### config.mk
export PLATFORM = sky130hd
export DESIGN_NAME = fetch_stage
export DESIGN_NICKNAME = d
export VERILOG_FILES = /design/src/rtl/fetch_pkg.sv /design/src/rtl/if_id_reg.sv /design/src/rtl/fetch_stage.sv
export SDC_FILE = /design/constraint.sdc
export NUM_CORES = 1
export LEC_CHECK = 0
export CAP_MARGIN = 10
export CORE_MARGIN = 1.5
export CORE_UTILIZATION = 55
export DETAILED_ROUTE_END_ITERATION = 8
export DONT_BUFFER_PORTS = 1
export MAX_ROUTING_LAYER = met4
export PLACE_DENSITY = 0.8
export SLEW_MARGIN = 10
export SYNTH_ARGS = -nofsm -noshare
export SYNTH_HDL_FRONTEND = slang
export SYNTH_SLANG_ARGS = --single-unit
export TNS_END_PERCENT = 5
### constraint.sdc
create_clock -name clk -period 9.5 [get_ports clk]
set_input_delay 2.375 -clock clk [delete_from_list [all_inputs] [get_ports clk]]
set_output_delay 2.375 -clock clk [all_outputs]
set_load 0.02 [all_outputs]
### src/rtl/fetch_pkg.sv
// Shared types and constants for the RV32I instruction-fetch stage.
package fetch_pkg;

    localparam int unsigned INSTR_W = 32;
    localparam int unsigned COUNT_W = 32;

    localparam logic [INSTR_W-1:0] NOP_INSTR        = 32'h0000_0013;
    localparam logic [31:0]        DEFAULT_RESET_PC = 32'hBFC0_0000;

    typedef enum logic {
        BOOT = 1'b0,
        RUN  = 1'b1
    } fetch_state_t;

endpackage

### src/rtl/if_id_reg.sv
// IF/ID pipeline register: flush/stall/boot priority, valid flag and fetch counter.
module if_id_reg
    import fetch_pkg::*;
#(
    parameter int unsigned Width = 32
) (
    input  logic                 clk,
    input  logic                 rst,
    input  logic                 flush,
    input  logic                 stall,
    input  logic                 boot,
    input  logic [INSTR_W-1:0]   instr,
    input  logic [Width-1:0]     pc,
    output logic [INSTR_W-1:0]   InstrD,
    output logic [Width-1:0]     PCD,
    output logic [Width-1:0]     PCPlus4D,
    output logic                 ValidD,
    output logic [COUNT_W-1:0]   FetchCount
);

    logic [Width-1:0] pc_plus4;

    assign pc_plus4 = pc + Width'(4);

    // Flush outranks stall; boot cycle only ever inserts a bubble.
    always_ff @(posedge clk or posedge rst) begin
        if (rst) begin
            InstrD     <= NOP_INSTR;
            PCD        <= '0;
            PCPlus4D   <= '0;
            ValidD     <= 1'b0;
            FetchCount <= '0;
        end else if (flush) begin
            InstrD   <= NOP_INSTR;
            PCD      <= '0;
            PCPlus4D <= '0;
            ValidD   <= 1'b0;
        end else if (stall) begin
            InstrD   <= InstrD;
            PCD      <= PCD;
            PCPlus4D <= PCPlus4D;
            ValidD   <= ValidD;
        end else if (boot) begin
            InstrD   <= NOP_INSTR;
            PCD      <= '0;
            PCPlus4D <= '0;
            ValidD   <= 1'b0;
        end else begin
            InstrD     <= instr;
            PCD        <= pc;
            PCPlus4D   <= pc_plus4;
            ValidD     <= 1'b1;
            FetchCount <= FetchCount + COUNT_W'(1);
        end
    end

endmodule

### src/rtl/fetch_stage.sv
// Instruction-fetch stage: PC register, next-PC mux, boot FSM, misalignment flag
// and the IF/ID register feeding decode.
module fetch_stage
    import fetch_pkg::*;
#(
    parameter int unsigned     Width    = 32,
    parameter logic [Width-1:0] RESET_PC = Width'(DEFAULT_RESET_PC)
) (
    input  logic                 clk,
    input  logic                 rst,
    input  logic                 StallF,
    input  logic                 StallD,
    input  logic                 FlushD,
    input  logic                 PCSrc,
    input  logic [Width-1:0]     PCTarget,
    output logic [Width-1:0]     ImemAddr,
    output logic                 ImemEn,
    input  logic [INSTR_W-1:0]   ImemData,
    output logic [INSTR_W-1:0]   InstrD,
    output logic [Width-1:0]     PCD,
    output logic [Width-1:0]     PCPlus4D,
    output logic                 ValidD,
    output logic                 Misaligned,
    output logic [COUNT_W-1:0]   FetchCount
);

    fetch_state_t     state, state_next;
    logic [Width-1:0] pc_f, pc_next;
    logic             misalign_set;
    logic             boot;

    always_ff @(posedge clk or posedge rst) begin
        if (rst) begin
            state      <= BOOT;
            pc_f       <= RESET_PC;
            Misaligned <= 1'b0;
        end else begin
            state      <= state_next;
            pc_f       <= pc_next;
            Misaligned <= Misaligned | misalign_set;
        end
    end

    // Next-PC mux; the memory address is the next PC so ImemData tracks pc_f.
    always_comb begin
        state_next   = state;
        pc_next      = pc_f;
        ImemAddr     = pc_f;
        ImemEn       = 1'b0;
        misalign_set = 1'b0;
        boot         = 1'b0;
        case (state)
            BOOT: begin
                boot       = 1'b1;
                ImemAddr   = pc_f;
                ImemEn     = 1'b1;
                state_next = RUN;
            end
            RUN: begin
                if (PCSrc) begin
                    pc_next = {PCTarget[Width-1:2], 2'b00};
                end else if (StallF) begin
                    pc_next = pc_f;
                end else begin
                    pc_next = pc_f + Width'(4);
                end
                ImemAddr     = pc_next;
                ImemEn       = !StallF || PCSrc;
                misalign_set = PCSrc && (PCTarget[1:0] != 2'b00);
            end
            default: begin
                state_next = BOOT;
            end
        endcase
    end

    if_id_reg #(
        .Width (Width)
    ) u_if_id (
        .clk        (clk),
        .rst        (rst),
        .flush      (FlushD && !boot),
        .stall      (StallD && !boot),
        .boot       (boot),
        .instr      (ImemData),
        .pc         (pc_f),
        .InstrD     (InstrD),
        .PCD        (PCD),
        .PCPlus4D   (PCPlus4D),
        .ValidD     (ValidD),
        .FetchCount (FetchCount)
    );

endmodule
==> results.txt <==
Outcome = finished, final reports clean
CTS root buf = clkbuf_16
Slowest stage delay, CP = 580 ps
Vias in the first global route = 5352
Synth Cell Area = 7278 um2
Final period utilization = 70.61%
Max-slew headroom = 34.54%
Starting Density = 56.98%
Max_cap viols = 0
EDFF count, synth = 0
Crit Path Class = input port to primary output
Number of CTS-inserted buffers = 17
Worst Hold Class = flip-flop to flip-flop
Die X = 118.0 um
Initial antenna violation count = 1
Reg power frac = 49.4%
Cell Pwr Density = 212.5 nW/um2
Ys flop type = dfrtp_1
# nets final = 728
Ys Warns = 0
Largest family of logic cells by synthesized area = compound AO/OA/AOI/OAI gates
Leakage = 0.003380 uW
Min Hold Slack = 508.5 ps
Iteration-0 DRC Markers = 501
WHS Path Cells = 1
Seq cells post-synth = 161
Die Ht = 118.0 um
Setup TNS = 0 ps
Clk sinks = 161
Number of hold violations in the final report = 0
Post-DR wirelength/cell = 23.07 um
Startpoint types = input port
Unrepaired setup endpoints after global routing = false
Placer Congestion = 0.8663
Adder-Cell Fraction of Synth Area = 0.3438%
Psw = 490.1 uW
I/O pins = 233
Setup bufs post-CTS = 0
Row Count = 41
Worst EP required = 7130 ps
Max Clock Freq = 149.1 MHz
Post-synthesis simple-gate area fraction = 16.00%
Internal cell power = 1197 uW
Final core utilization = 62.15%
Synth Net Count = 752
First-pass GRT wire length = 30.44 mm
Layout Cells excl Fill = 842
Logic pwr share = 10.0%
Final setup vio count = 0
Cell Chain, Critical Path = inv_1 > nand2_1 > nor3_1 > a21oi_1 > o21ai_0
Core area = 12770 um2
Post-CTS Resized = 0
Post-Syn Instances = 680
Multi-input logic area = 2994 um2
Clk Latency, worst-skew pair = 430 ps
Buf/Inv on CP = 1
Post-synthesis mux area share = 0.1375%
Post-synthesis compound-gate area fraction = 17.48%
Max-slew violation count = 0
Drc violations = 0
Peak supply drop = 0.1198 mV
Async set or reset register ratio after synthesis = 100.0%
Sw frac = 29.05%
H-Tree Level Count = 4
CP top delay family = simple AND/OR/NAND/NOR gates
Area Growth Syn to Fin = 9.077%
R2R depth = 5
Count of hold-fix buffers inserted at cts = 0
CP max FO = 26
GR Overflow Total = 0
Clock share of power = 40.7%
Mapped Avg Cell Area = 10.70 um2
Critical path's slowest cell = o21ai_0
Fillers = 1012
Pin count of the biggest net entering global routing = 96
Die ar. = 13930 um2
Commonest non-fill, non-tap cell in the layout = dfrtp_1
Clock transition at path regs = 60 ps
Worst Skew = 6.151 ps
Crit path DAT = 4330 ps
Post-synth cell types = 70
Final worst setup slack = 2792 ps
CP endpoint kind = primary output
Clk buf depth = 2
FF+latch area = 4044 um2
Vias per Instance = 6.512
Most frequent cells in the layout = 149 x dfrtp_1, 86 x nand2_1, 54 x a22o_1, 50 x o21ai_0, 43 x xnor2_1
Clock tree from TritonCTS = done
Pre-CTS setup slack = 2879 ps
Routed WL = 19.42 mm
GRT Overall Usage = 29.12%
Worst slew pin tran = 981.9 ps
Xor/xnor share of the synthesized area = 6.980%
Port Buf Inserts = 0
Post-route ant nets = 0
Seq/Total Area, Yosys = 55.56%
First drt pass iteration count = 8
Inst Count DP = 809
Min Tclk post-route = 6708 ps
Critical path depth = 5
Dpl hpwl = 13.41 mm
Vias post-DR = 5483
Layout cells sized above 1 = 10.91%
worst register-to-register path, cell delays in order (launching register included):
cell,delay [ps]
dfrtp_1,480
and4_1,540
nand4_1,350
nor3_1,570
nand2_1,200
a211oi_1,810
per-layer routing:
metal	track usage (%)	share of wire (%)	vias to the layer above
met3	9.981	10	56
met4	13.57	3.9	0
met1	35.85	40	2703
met2	43.38	46	320
met5	-	0	-
li1	-	-	2404
final timing paths:
path	slack, ps	end	from
worst max register to register	6370	pc_f[22]	pc_f[6]
worst min-delay path	510	u_if_id.PCD[1]	pc_f[1]
min in group asynchronous	1980	u_if_id.InstrD[8]	rst
max in group asynchronous	6180	u_if_id.PCD[23]	rst
worst min register to register	510	u_if_id.PCD[1]	pc_f[1]
worst max-delay path	2790	ImemAddr[6]	PCSrc
stage by stage:
step / power [uW] / area (um2)
2_1_floorplan: 961.3 / 7278
3_3_place_gp: 1002 / 7337
3_5_place_dp: 1009 / 7337
6_report: 1687 / 7939
5_1_grt: 1747 / 7939
4_1_cts: 1692 / 7936
synthesized netlist by cell type (7+ instances only):
| cell type | instances | area [um2] |
|---|---|---|
| o22ai_1 | 9 | 56.30 |
| nor3_1 | 15 | 75.07 |
| buf_2 | 7 | 35.03 |
| xnor2_1 | 43 | 376.6 |
| dfrtp_1 | 149 | 3729 |
| inv_1 | 12 | 45.04 |
| xor2_1 | 15 | 131.4 |
| a22o_1 | 54 | 473.0 |
| nand4_1 | 12 | 75.07 |
| nand2_1 | 86 | 322.8 |
| nor2_1 | 31 | 116.4 |
| nand3_1 | 22 | 110.1 |
| clkbuf_1 | 31 | 116.4 |
| and4_1 | 9 | 78.83 |
| a21oi_1 | 20 | 100.1 |
| dfstp_2 | 12 | 315.3 |
| o21ai_0 | 50 | 250.2 |
power by group through the flow:
stage | sequential [uW] | combinational [uW] | clock [uW]
final | 833 | 168 | 686
after global routing | 839 | 186 | 722
after CTS | 831 | 168 | 694
after detailed placement | 842 | 167 | 0
after global placement | 840 | 162 | 0
after floorplan | 814 | 147 | 0
final cells by class:
cell class	count	area share, %
clock inverters	11	1.623
diodes	1	0.03152
inverters	13	0.6777
multi-input cells	459	37.71
flip-flops and latches	161	50.94
clock buffers	21	5.926
repair buffers	4	0.3783
well taps	172	2.711
kinds of logic after synthesis:
logic type	Yosys count
other cells	1
xor+xnor	58
compound gates	180
simple gates	217
mux	1
flops	161
buf+inv	60
fa+ha+maj	2
state kept, by name, indices dropped and copies added, names as in the netlist:
register / count
u_if_id.FetchCount: 32
pc_f: 32
u_if_id.PCPlus4D: 30
state: 1
u_if_id.ValidD: 1
u_if_id.InstrD: 32
u_if_id.PCD: 32
Misaligned: 1
Note: power is estimated with default switching activity, not from simulation.
